==> src/rtl/lpc_frame_sched.sv <==
// lpc_frame_sched
// ---------------------------------------------------------------------------
// Purpose: gathers FRAME_LEN input samples and streams each one to an LPC
// encoder. When a frame is complete, it tells the encoder to analyse it. It
// then waits up to TIMEOUT cycles for the encoder result. On a result it
// latches the coefficients and voicing decision and strobes a decoder load.
//
// Handshake: a sample is transferred on every rising edge where both s_valid
// and s_ready are high. s_valid may rise or fall freely. s_ready is high only
// while collecting a frame and does not depend on s_valid.
//
// Ports:
//   clk, reset        rising-edge clock, synchronous active-high reset
//   s_data/s_valid/s_ready  sample input stream (16-bit signed)
//   enc_x, enc_d_clk  registered sample and its one-cycle strobe to encoder
//   enc_v             one-cycle "frame complete, analyse" strobe to encoder
//   enc_vout, enc_voiced, enc_coef  encoder result (a0 in [15:0] .. a10 in [175:160])
//   dec_v             one-cycle load strobe to decoder
//   dec_voiced, dec_coef  latched result of the last delivered frame
//   dec_pulserate, dec_lpcrate  constant rates forwarded to decoder
//   frame_cnt         frames delivered to decoder (wraps at 16 bits)
//   err_timeout       sticky: encoder failed to answer within TIMEOUT cycles
//   dbg_enc_wait      debug view of the FSM (1 = ENC_WAIT, 0 = COLLECT)
// ---------------------------------------------------------------------------
module lpc_frame_sched #(
  parameter int FRAME_LEN  = 240,
  parameter int PULSE_RATE = 80,
  parameter int LPC_RATE   = 240,
  parameter int TIMEOUT    = 4095
) (
  input  logic         clk,
  input  logic         reset,
  input  logic [15:0]  s_data,
  input  logic         s_valid,
  output logic         s_ready,
  output logic [15:0]  enc_x,
  output logic         enc_d_clk,
  output logic         enc_v,
  input  logic         enc_vout,
  input  logic         enc_voiced,
  input  logic [175:0] enc_coef,
  output logic         dec_v,
  output logic         dec_voiced,
  output logic [175:0] dec_coef,
  output logic [15:0]  dec_pulserate,
  output logic [15:0]  dec_lpcrate,
  output logic [15:0]  frame_cnt,
  output logic         err_timeout,
  output logic         dbg_enc_wait
);

  typedef enum logic {
    COLLECT  = 1'b0,
    ENC_WAIT = 1'b1
  } state_t;

  localparam logic [11:0] LAST_SAMPLE = 12'(FRAME_LEN - 1);
  localparam logic [15:0] LAST_WAIT   = 16'(TIMEOUT - 1);

  state_t         state_q, state_d;
  logic [11:0]    smp_cnt_q, smp_cnt_d;
  logic [15:0]    wait_cnt_q, wait_cnt_d;
  // High for the first ENC_WAIT cycle, which issues enc_v.
  logic           first_q, first_d;
  logic [15:0]    enc_x_q, enc_x_d;
  logic           enc_d_clk_q, enc_d_clk_d;
  logic           enc_v_q, enc_v_d;
  logic           dec_v_q, dec_v_d;
  logic           dec_voiced_q, dec_voiced_d;
  logic [175:0]   dec_coef_q, dec_coef_d;
  logic [15:0]    frame_cnt_q, frame_cnt_d;
  logic           err_q, err_d;

  always_comb begin
    state_d      = state_q;
    smp_cnt_d    = smp_cnt_q;
    wait_cnt_d   = wait_cnt_q;
    first_d      = first_q;
    enc_x_d      = enc_x_q;
    enc_d_clk_d  = 1'b0;
    enc_v_d      = 1'b0;
    dec_v_d      = 1'b0;
    dec_voiced_d = dec_voiced_q;
    dec_coef_d   = dec_coef_q;
    frame_cnt_d  = frame_cnt_q;
    err_d        = err_q;

    case (state_q)
      COLLECT: begin
        // enc_vout is deliberately ignored here: no result is pending.
        if (s_valid) begin
          enc_x_d     = s_data;
          enc_d_clk_d = 1'b1;
          if (smp_cnt_q == LAST_SAMPLE) begin
            smp_cnt_d = '0;
            state_d   = ENC_WAIT;
            first_d   = 1'b1;
          end else begin
            smp_cnt_d = smp_cnt_q + 12'd1;
          end
        end
      end
      ENC_WAIT: begin
        if (first_q) begin
          // This cycle is the final enc_d_clk. Next cycle carries enc_v,
          // and the wait counter reads 0 in that same cycle.
          first_d    = 1'b0;
          enc_v_d    = 1'b1;
          wait_cnt_d = '0;
        end else if (enc_vout) begin
          // This also covers a result arriving in the enc_v cycle itself.
          dec_coef_d   = enc_coef;
          dec_voiced_d = enc_voiced;
          dec_v_d      = 1'b1;
          frame_cnt_d  = frame_cnt_q + 16'd1;
          state_d      = COLLECT;
        end else if (wait_cnt_q == LAST_WAIT) begin
          err_d   = 1'b1;
          state_d = COLLECT;
        end else begin
          wait_cnt_d = wait_cnt_q + 16'd1;
        end
      end
      default: state_d = COLLECT;
    endcase
  end

  always_ff @(posedge clk) begin
    if (reset) begin
      state_q      <= COLLECT;
      smp_cnt_q    <= '0;
      wait_cnt_q   <= '0;
      first_q      <= 1'b0;
      enc_x_q      <= '0;
      enc_d_clk_q  <= 1'b0;
      enc_v_q      <= 1'b0;
      dec_v_q      <= 1'b0;
      dec_voiced_q <= 1'b0;
      dec_coef_q   <= '0;
      frame_cnt_q  <= '0;
      err_q        <= 1'b0;
    end else begin
      state_q      <= state_d;
      smp_cnt_q    <= smp_cnt_d;
      wait_cnt_q   <= wait_cnt_d;
      first_q      <= first_d;
      enc_x_q      <= enc_x_d;
      enc_d_clk_q  <= enc_d_clk_d;
      enc_v_q      <= enc_v_d;
      dec_v_q      <= dec_v_d;
      dec_voiced_q <= dec_voiced_d;
      dec_coef_q   <= dec_coef_d;
      frame_cnt_q  <= frame_cnt_d;
      err_q        <= err_d;
    end
  end

  assign s_ready       = (state_q == COLLECT);
  assign enc_x         = enc_x_q;
  assign enc_d_clk     = enc_d_clk_q;
  assign enc_v         = enc_v_q;
  assign dec_v         = dec_v_q;
  assign dec_voiced    = dec_voiced_q;
  assign dec_coef      = dec_coef_q;
  assign dec_pulserate = 16'(PULSE_RATE);
  assign dec_lpcrate   = 16'(LPC_RATE);
  assign frame_cnt     = frame_cnt_q;
  assign err_timeout   = err_q;
  assign dbg_enc_wait  = (state_q == ENC_WAIT);

endmodule

==> config.mk <==
export PLATFORM = sky130hd
export DESIGN_NAME = lpc_frame_sched
export DESIGN_NICKNAME = d
export VERILOG_FILES = /design/src/rtl/lpc_frame_sched.sv
export SDC_FILE = /design/constraint.sdc
export NUM_CORES = 1
export LEC_CHECK = 0
export BUFFER_PORTS_ARGS = -buffer_cell sky130_fd_sc_hd__buf_2
export CAP_MARGIN = 5
export CORE_AREA = 4 4 172 174
export DETAILED_ROUTE_END_ITERATION = 10
export DIE_AREA = 0 0 176 178
export PLACE_DENSITY_LB_ADDON = 0.05
export SKIP_LAST_GASP = 1
export SLEW_MARGIN = 20
export SYNTH_ARGS = -nofsm -noshare
export SYNTH_HDL_FRONTEND = slang
export SYNTH_SLANG_ARGS = --single-unit
==> constraint.sdc <==
create_clock -name clk -period 4.3 [get_ports clk]
set_input_delay 0.43 -clock clk [delete_from_list [all_inputs] [get_ports clk]]
set_output_delay 0.43 -clock clk [all_outputs]
set_load 0.01 [all_outputs]
### After elaboration in Yosys (flattened, before gate mapping)

Cells that the tools add are included.

| storage, ports and cells | value |
|---|---|
| bits in writable memories | 0 |
| bits in latches | 0 |
| memories kept | 0 |
| bits in read-only memories | 0 |
| flip-flop bits (word level) | 243 |
| input port bits | 197 |
| word-level logic and storage cells | 48 |

| cells by class | value |
|---|---|
| $lt $le $gt $ge | 0 |
| $add $sub $neg | 3 |
| muxes and demuxes | 16 |
| eq/ne operators | 6 |
| multipliers | 0 |
| shift-type cells | 0 |
| bitwise logic cells | 3 |
| reductions and logical operators | 8 |
| divide/modulo/power cells | 0 |

Operators with widths:

| cell | count |
|---|---|
| 16-bit 2-to-1 mux | 3 |
| 16-bit by 1-bit adder with 16-bit output (second input constant) | 2 |
| 16-bit by 12-bit equality test with 1-bit output (second input constant) | 1 |
| 12-bit by 1-bit adder with 12-bit output (second input constant) | 1 |
| 12-bit by 8-bit equality test with 1-bit output (second input constant) | 1 |
| 12-bit 2-to-1 mux | 1 |
| 1-bit 2-to-1 mux | 10 |
| 3-bit AND reduction | 2 |
| 2-bit by 1-bit != test with 1-bit output (second input constant) | 2 |
| 2-bit != test (second input constant) | 2 |
| 1-bit one-hot mux with 2 select lines | 2 |
| 2-bit AND reduction | 2 |
| 4-bit AND reduction | 1 |
| 2-bit OR reduction | 2 |
| 1-bit inverter | 3 |
| 3-bit OR reduction | 1 |

### Logic depth before layout (Yosys ltp)

Gate-level depths: netlist of the first run.

| logic depth | value |
|---|---|
| depth in word-level cells | 5 |
| depth in mapped cells | 8 |
| gate-level depth less buffers | 7 |

### Worst setup path before layout of the first run

Ideal clock, no wire load.

| timing path | value |
|---|---|
| path type | flip-flop to flip-flop |
| start point | register wait_cnt_q[0] |
| end point | register wait_cnt_q[13] |
| arrival | 1.503 ns |
| clock period less this slack | 1.620 ns |
| setup time | 0.117 ns |
| required time | 4.183 ns |
| cell stages (with the launch flop) | 9 |
| path slack | 2.680 ns |
| cells stage by stage | dfxtp_1 > inv_1 > ha_1 > nor3b_1 > nand4_2 > buf_6 > a31o_1 > a41oi_1 > nor2_1 |

| on the way | value |
|---|---|
| longest elaborated chain between the ends | 4 |
| elaborated cells on any way between the ends | 7 |
| classes of those cells | add/sub (1); eq/ne (2); mux (3); reduce/logical (1) |

RTL lines:

| item | RTL line | source |
|---|---|---|
| from (decl) | 62 | `logic [15:0] wait_cnt_q, wait_cnt_d;` |
| from (signal assigned) | 145 | `wait_cnt_q <= wait_cnt_d;` |
| 16-bit by 1-bit adder with 16-bit output | 121 | `wait_cnt_d = wait_cnt_q + 16'd1;` |
| 16-bit 2-to-1 mux | 117 | `end else if (wait_cnt_q == LAST_WAIT) begin` |
| 16-bit 2-to-1 mux | 110 | `end else if (enc_vout) begin` |
| 16-bit 2-to-1 mux | 104 | `if (first_q) begin` |

Several ways; a longest one is shown, not always the timed one. The select of a mux whose other input is x is not followed.
A chain may end at the register's enable or synchronous reset.

### Worst setup path in the final report of the first run

| timing path | value |
|---|---|
| start point | register state_q (netlist: dbg_enc_wait) |
| end point | register frame_cnt_q[2] (netlist: frame_cnt[2]) |

| on the way | value |
|---|---|
| longest elaborated chain between the ends | 1 |

RTL lines:

| item | RTL line | source |
|---|---|---|
| from (decl) | 60 | `state_t state_q, state_d;` |
| from (signal assigned) | 143 | `state_q <= state_d;` |
| 3-bit AND reduction (no source line) | - |  |
| to (signal assigned) | 153 | `frame_cnt_q <= frame_cnt_d;` |
| to (decl) | 71 | `logic [15:0] frame_cnt_q, frame_cnt_d;` |

No other way between the ends.

==> results of run 1 <==
==> metal layers <==
| layer | up-vias | global-route usage (%) |
|---|---|---|
| met2 | 309 | 32.4 |
| met1 | 3881 | 21.6 |
| met4 | 6 | 5.17 |
| met3 | 60 | 7.12 |
| met5 | - | 0 |
| li1 | 4413 | - |
==> registers in the layout, indices dropped and copies added (netlist names) <==
register	cells
wait_cnt_q	16
dbg_enc_wait	1
enc_x	16
smp_cnt_q	12
first_q	1
enc_d_clk	1
enc_v	1
dec_voiced	1
dec_coef	176
frame_cnt	16
dec_v	1
err_timeout	1
==> worst paths after layout <==
| check | from | end | slack, ns | cells after the start |
|---|---|---|---|---|
| hold / removal | enc_coef[9] | dec_coef[9] | 0.13 | 3 |
| setup reg to reg | dbg_enc_wait | frame_cnt[2] | 2.01 | 6 |
| hold reg to reg | dec_coef[123] | dec_coef[123] | 0.45 | 2 |
| setup / recovery | dbg_enc_wait | frame_cnt[2] | 2.01 | 6 |
==> metrics by stage <==
| stage | total power, mW | std cells | setup WS [ns] | utilization [%] | hold slack (ns) |
|---|---|---|---|---|---|
| after global placement | 2.51 | 1863 | 1.94 | 40.8 | 0.439 |
| final | 4.83 | 1915 | 2.01 | 44.1 | 0.133 |
| after detailed placement | 2.51 | 1863 | 1.90 | 40.8 | 0.443 |
| after CTS | 4.91 | 1911 | 1.90 | 44.1 | 0.103 |
| after global routing | 5.02 | 1914 | 1.75 | 44.1 | 0.108 |
| after floorplan | 2.42 | 1170 | 2.68 | - | 0.448 |
==> worst max-delay path, delay by kind of cell (launching register included) <==
kind,cells,cell delay [ns]
XOR/XNOR,1,0.15
buffers and inverters,1,0.46
flip-flops,1,0.51
AND/OR/NAND/NOR,4,0.99
==> power groups by stage <==
stage | Combinational (mW) | Sequential [mW] | Clock [mW]
6_report | 0.192 | 2.27 | 2.36
3_3_place_gp | 0.194 | 2.32 | 0
2_1_floorplan | 0.0936 | 2.32 | 0
4_1_cts | 0.194 | 2.27 | 2.45
3_5_place_dp | 0.193 | 2.32 | 0
5_1_grt | 0.214 | 2.27 | 2.53
==> layout make-up <==
class | instances | area, sq um
fillers | 2991 | 15500
inverters | 6 | 22.5
diodes | 4 | 10.0
clock buffers | 40 | 827
repair buffers | 419 | 2160
well taps | 378 | 473
multi-input cells | 817 | 3810
flip-flops and latches | 243 | 4860
clock inverters | 8 | 90.1
==> cells by family (layout without fill, tap and decap cells) <==
kind of cell | after synthesis | count (layout)
simple gates | 516 | 516
flops | 243 | 243
compound gates | 241 | 241
buf+inv | 110 | 473
xor+xnor | 23 | 23
fa+ha+maj | 4 | 4
other cells | 2 | 36
mux | 1 | 1
==> placed cells by master (no fill, tap or decap), drive strengths merged, types with 2 or more instances in the layout <==
cell,Yosys,layout
bufinv,0,2
a21oi,212,212
inv,6,6
ha,4,4
and2,2,2
nor2b,2,2
nand4,6,6
o21ai,12,12
nor4,3,3
nand2b,5,5
nand3,14,14
conb,2,32
dfxtp,243,243
buf,63,419
or2,2,2
xnor2,11,11
nor2,45,45
a41oi,4,4
and4,5,5
diode,0,4
o22a,2,2
xor2,12,12
clkinv,0,6
or3,6,6
nand2,411,411
nand4b,2,2
a31oi,6,6
clkbuf,41,40
nor3,7,7
and3,3,3
==> metrics.txt, run 1 <==
IO Port Bufs=around 410; routed len/inst=roughly 16 microns; initial core utilization=between 30% and 40%; class of the worst hold path=in2reg; crit end category=flop; maximum clock path buffer count=3; final non-filler cell area=12300 sq um; Tightest Pin Transition=between 0.8 and 0.9 ns; mux cell area share after synthesis=less than 1%; Fin Setup TNS=0 ns; first-pass GRT wire length=47.1 mm; dpl hpwl=22.1 mm; Peak VDD IR=about 0.00022 V; CORE AREA=27800 sq um; max_cap viols=0; DR top layer=met5; grt ovf=0; most numerous cell in the Yosys netlist=nand2_1; Slew Limit Fails=0; RSZ-0062 raised after global routing=false; Slowest-stage cell, CP=nor2_4; vias=roughly 8700; die height=about 180 microns; Synth top area share=between 50% and 60%; Tcrit/Tclk final=~53%; Worst-Skew Late Latency=between 0.5 and 0.6 ns; Setup CP Type=reg2reg; CP arrival=roughly 2.7 ns; H-tree levels=1; Slowest Stage Delay on Critical Path=roughly 0.66 ns; GRT Total Usage=about a fifth; DRT Pass-1 Iters=5; type of origin of the critical path=flop; Max Clock Freq=around 440 MHz; sequential area share after synthesis=a little over half; largest family of logic cells by synthesized area=simple AND/OR/NAND/NOR gates; crit path time final=about 2.3 ns; Site Rows=approximately 60; Final ANT Viol Nets=0; adder-cell area share of the yosys netlist=less than 1%; crit-path cells=nand2_1, nor2_4, buf_4, nand2_1, xor2_1, nor2_1; Combinational Power Share=under 10%; Worst EP required=roughly 4.7 ns; Met3 Wirelength=a little over 3 mm; initial antenna violation count=6; Mapped Cells=~1100; RePlAce Congestion=0.796; layout cells sized above 1=a little under a third; wire length on met2=roughly 15 mm; vias in the first global route=8218; post-CTS setup buffer count=0; Final Hold Fails=0; clk_skew=0.00822 ns; drt via density=approximately 4.5; M1 WL=between 10 and 15 mm; Leakage=between 5 and 6 nW; DRT iter0 DRCs=~420; Placed Area=~11000 sq um; Switching Power=between 1 and 1.5 mW; post-CTS resize count=0; die area=between 30000 and 40000 sq um; Unique masters post-synth=49; Mapped Area=9140 sq um; nets=about 1700; area leader, netlist=dfxtp_1; clk root buf=clkbuf_16; # setup viols final=0; CTS buffer count=29; hold_buf cts=0; Post-Synth XOR/XNOR Area=2.20%; Max FO, Critical Path=31; max-slew headroom at the worst pin=between 40% and 50%; largest net degree at the start of global routing=between 100 and 150; pwr dens=394 nW/um^2; Routed WL=a little over 30 mm; synthesized flop and latch total=about 240; Avg Inst Size Synth=about 8 sq um; clock power share=approximately half; CTS tree=done; fraction of the mapped netlist area in simple logic gates=around a quarter; EDFF count, synth=0; Ys Warns=0; sequential share of power=between 40% and 50%; Crit path top cell by count=nand2_1; Area Overhead vs Synth=34.1%; Top FF cell, synth=dfxtp_1; outcome=completed; Synth Area in Compound Gates=between 10 and 15%; Clock Sink Count=243; synth cell count leaders=411 x nand2_1, 243 x dfxtp_1, 211 x a21oi_1, 42 x nor2_1, 41 x clkbuf_1; number of remaining DRC errors=0; Internal=approximately 3.8 mW; I/O pin total=444; switch share=about 21%; async set-or-reset flop fraction in the synthesized netlist=0%; clock-pin slew on the worst setup and hold paths=~0.06 ns; Die Wd=about 180 microns; synth top area cells=dfxtp_1 53%, nand2_1 17%, a21oi_1 12%
(Power assumes the default switching activity.)
==> run 2: changes to the inputs <==
--- a/config.mk
+++ b/config.mk
@@ -5,11 +5,12 @@
 export SDC_FILE = /design/constraint.sdc
 export NUM_CORES = 1
 export LEC_CHECK = 0
+export ABC_AREA = 1
 export BUFFER_PORTS_ARGS = -buffer_cell sky130_fd_sc_hd__buf_2
 export CAP_MARGIN = 5
-export CORE_AREA = 4 4 172 174
+export CORE_AREA = 4 4 171 173
 export DETAILED_ROUTE_END_ITERATION = 10
-export DIE_AREA = 0 0 176 178
+export DIE_AREA = 0 0 175 177
 export PLACE_DENSITY_LB_ADDON = 0.05
 export SKIP_LAST_GASP = 1
 export SLEW_MARGIN = 20
==> constraint.sdc (replaced) <==
create_clock -name clk -period 2.3 [get_ports clk]
set_input_delay 0.23 -clock clk [delete_from_list [all_inputs] [get_ports clk]]
set_output_delay 0.23 -clock clk [all_outputs]
set_load 0.01 [all_outputs]
==> run 2 against run 1 <==
  * Wire length grew 7.6%
  * Die area shrank 1.1%
  * Combinational power grew to 3.3 times the previous value
  * Global-route usage grew 1.5 points
  * Sequential share of layout area shrank 6.6 points
  * Setup slack lost 1.5 ns
  * Sequential cell count is the same
  * First-iteration DRC count grew 15%
  * Cell count grew 19%
  * Synthesized cell count grew 14%
==> metrics.txt, run 2 <==
Worst-Skew Late Latency=roughly 0.54 ns; fin worst setup slack=roughly 0.52 ns; CORE AREA=between 20000 and 30000 sq um; Die Wd=between 150 and 200 microns; commonest non-fill, non-tap cells in the layout=484 x nand2_1, 410 x buf_2, 243 x dfxtp_1; maximum clock path buffer count=3; synthesized flop and latch total=around 240; Tcrit/Tclk final=around 77%; RSZ-0062 raised after global routing=false; max-slew headroom at the worst pin=between 50% and 60%; total power=9.47 mW; drt via density=between 4 and 5; initial core utilization=a little over a third; most common cell after layout, fill and taps aside=nand2_1; Fin Setup TNS=0 ns; Worst EP required=between 2 and 3 ns; startpoint of the worst register-to-register path=first_q; synth top area cells=dfxtp_1 51%, nand2_1 19%, a21oi_1 10%; nets=2078; Setup CP Type=reg2reg; # setup viols final=0; Final Hold Fails=0; crit end category=flop; Top FF cell, synth=dfxtp_1; Crit. Startpoint=first_q; Fill cells=roughly 2700; worst hold stages=2; clock-pin slew on the worst setup and hold paths=roughly 0.060 ns; Ys Warns=0; vias=a little over 10000; pre-CTS setup slack=between 0.5 and 0.6 ns; CTS tree=done; number of cells on the worst reg-to-reg path=6; outcome=completed; Site Rows=between 60 and 70; largest net degree at the start of global routing=between 100 and 150; Hold EP=enc_v; Slew Limit Fails=0; pwr dens=approximately 640 nW/um^2; DRT Pass-1 Iters=5; Hold Crit Start=reset; Max FO, Critical Path=19; number of remaining DRC errors=0; layout cells sized above 1=25.6%; die height=177 microns; Final ANT Viol Nets=0; type of origin of the critical path=flop; initial antenna violation count=1; die area=between 30000 and 40000 sq um; Avg Inst Size Synth=approximately 7.4 sq um; CTS buffer count=28; routed len/inst=14.7 microns; H-tree levels=1; FF-to-FF End=dec_coef[13]; grt ovf=0; Clock Sink Count=~240; max_cap viols=0; dpl hpwl=around 23 mm; Peak VDD IR=0.000617 V; RePlAce Congestion=between 0.8 and 0.9; async set-or-reset flop fraction in the synthesized netlist=0%; Mapped Cells=1305; Leakage=6.66 nW; Max Clock Freq=563 MHz; Area Overhead vs Synth=53.2%; area leader, netlist=dfxtp_1; CP arrival=roughly 2.2 ns; most numerous cell in the Yosys netlist=nand2_1; Mapped Area=roughly 9600 sq um; EDFF count, synth=0; Tightest Pin Transition=~0.64 ns; clk root buf=clkbuf_16; DRT iter0 DRCs=around 480; max FFs per register=roughly 180; Routed WL=~33 mm; synth cell count leaders=484 x nand2_1, 243 x dfxtp_1, 198 x a21oi_1, 89 x nor2_1, 74 x inv_1; I/O pin total=~440; first-pass GRT wire length=just over 50 mm; post-CTS resize count=0; clk_skew=roughly 0.014 ns; FF-to-FF setup slack=0.52 ns; IO Port Bufs=roughly 400; vias in the first global route=between 9000 and 10000; sequential area share after synthesis=roughly half; class of the worst hold path=in2reg; Unique masters post-synth=34; crit path time final=~1.8 ns; GRT Total Usage=approximately a fifth; Synth top area share=between 50% and 60%
[run 2: cell types whose count changed in the layout (fill, tap and decap cells not counted), sizes merged, moves of 11 or more]
| cell | change |
|---|---|
| a21oi | -13 |
| nand2 | +75 |
| nand3 | +22 |
| o21ai | +18 |
| xnor2 | -11 |
| inv | +72 |
| nor2 | +47 |
| dlygate4sd3 | +193 |
[run 2: where the power goes]
group	switching, mW	internal [mW]
logic	0.260	0.376
registers	0.0137	4.23
clock network	1.79	2.80
total	2.07	7.41
[run 2: how the worst max path moves through the flow]
stage | end | slack (ns) | cells past startpoint
after floorplan | wait_cnt_q[12] | 0.84 | 12
after global placement | dec_coef[28] | 0.57 | 6
after detailed placement | dec_coef[111] | 0.55 | 6
after CTS | dec_coef[111] | 0.54 | 6
after global routing | wait_cnt_q[1] | 0.35 | 11
final | dec_coef[13] | 0.52 | 6
[run 2: critical path, cell delays in order (launching register included)]
cell and delay [ns]:
dfxtp_1 0.38, inv_2 0.25, nand3_4 0.23, inv_4 0.30
buf_4 0.28, nand2_1 0.08, a21oi_1 0.17
[run 2: repair_timing]
item                                   CTS  global route
hold buffers                           193             0
buffers inserted                         0             0
endpoints found under the hold margin  193             0
[run 2: cells by family (layout without fill, tap and decap cells)]
group	count (synthesis)	after routing	share of synthesized area, %
AOI/OAI and AO/OA	233	233	12.4
xor gates and xnor gates	3	3	0.274
adders and majority gates	4	4	0.521
buffers and inverters	182	746	9.45
DFF	243	243	50.7
other	2	35	0.0782
and+or+nand+nor	638	638	26.6
[run 2: layer usage]
metal / vias to the layer above / track usage, % / routed length (microns)
li1: 5212 / - / -
met1: 4576 / 23.9 / 13600
met2: 322 / 35.4 / 16500
met3: 58 / 5.58 / 2480
met4: 0 / 6.71 / 955
met5: - / 0 / 0
[run 2: cell type report]
type | count | area [sq um] | share of cell area [%]
diodes | 3 | 7.51 | 0.0510
clock buffers | 40 | 816 | 5.55
clock inverters | 12 | 149 | 1.01
inverters | 78 | 295 | 2.01
multi-input cells | 910 | 3940 | 26.8
flip-flops and latches | 243 | 4860 | 33.1
well taps | 378 | 473 | 3.22
repair buffers | 616 | 4160 | 28.3
[run 2: metrics by stage]
stage               instances  area, sq um  hold WS (ns)  util, %
floorplan                1335         9710         0.373        -
global placement         2032        11800         0.443     42.7
detailed placement       2032        11800         0.443     42.7
CTS                      2277        14700       0.00682     53.2
global route             2278        14700        0.0221     53.2
finish                   2280        14700        0.0274     53.2
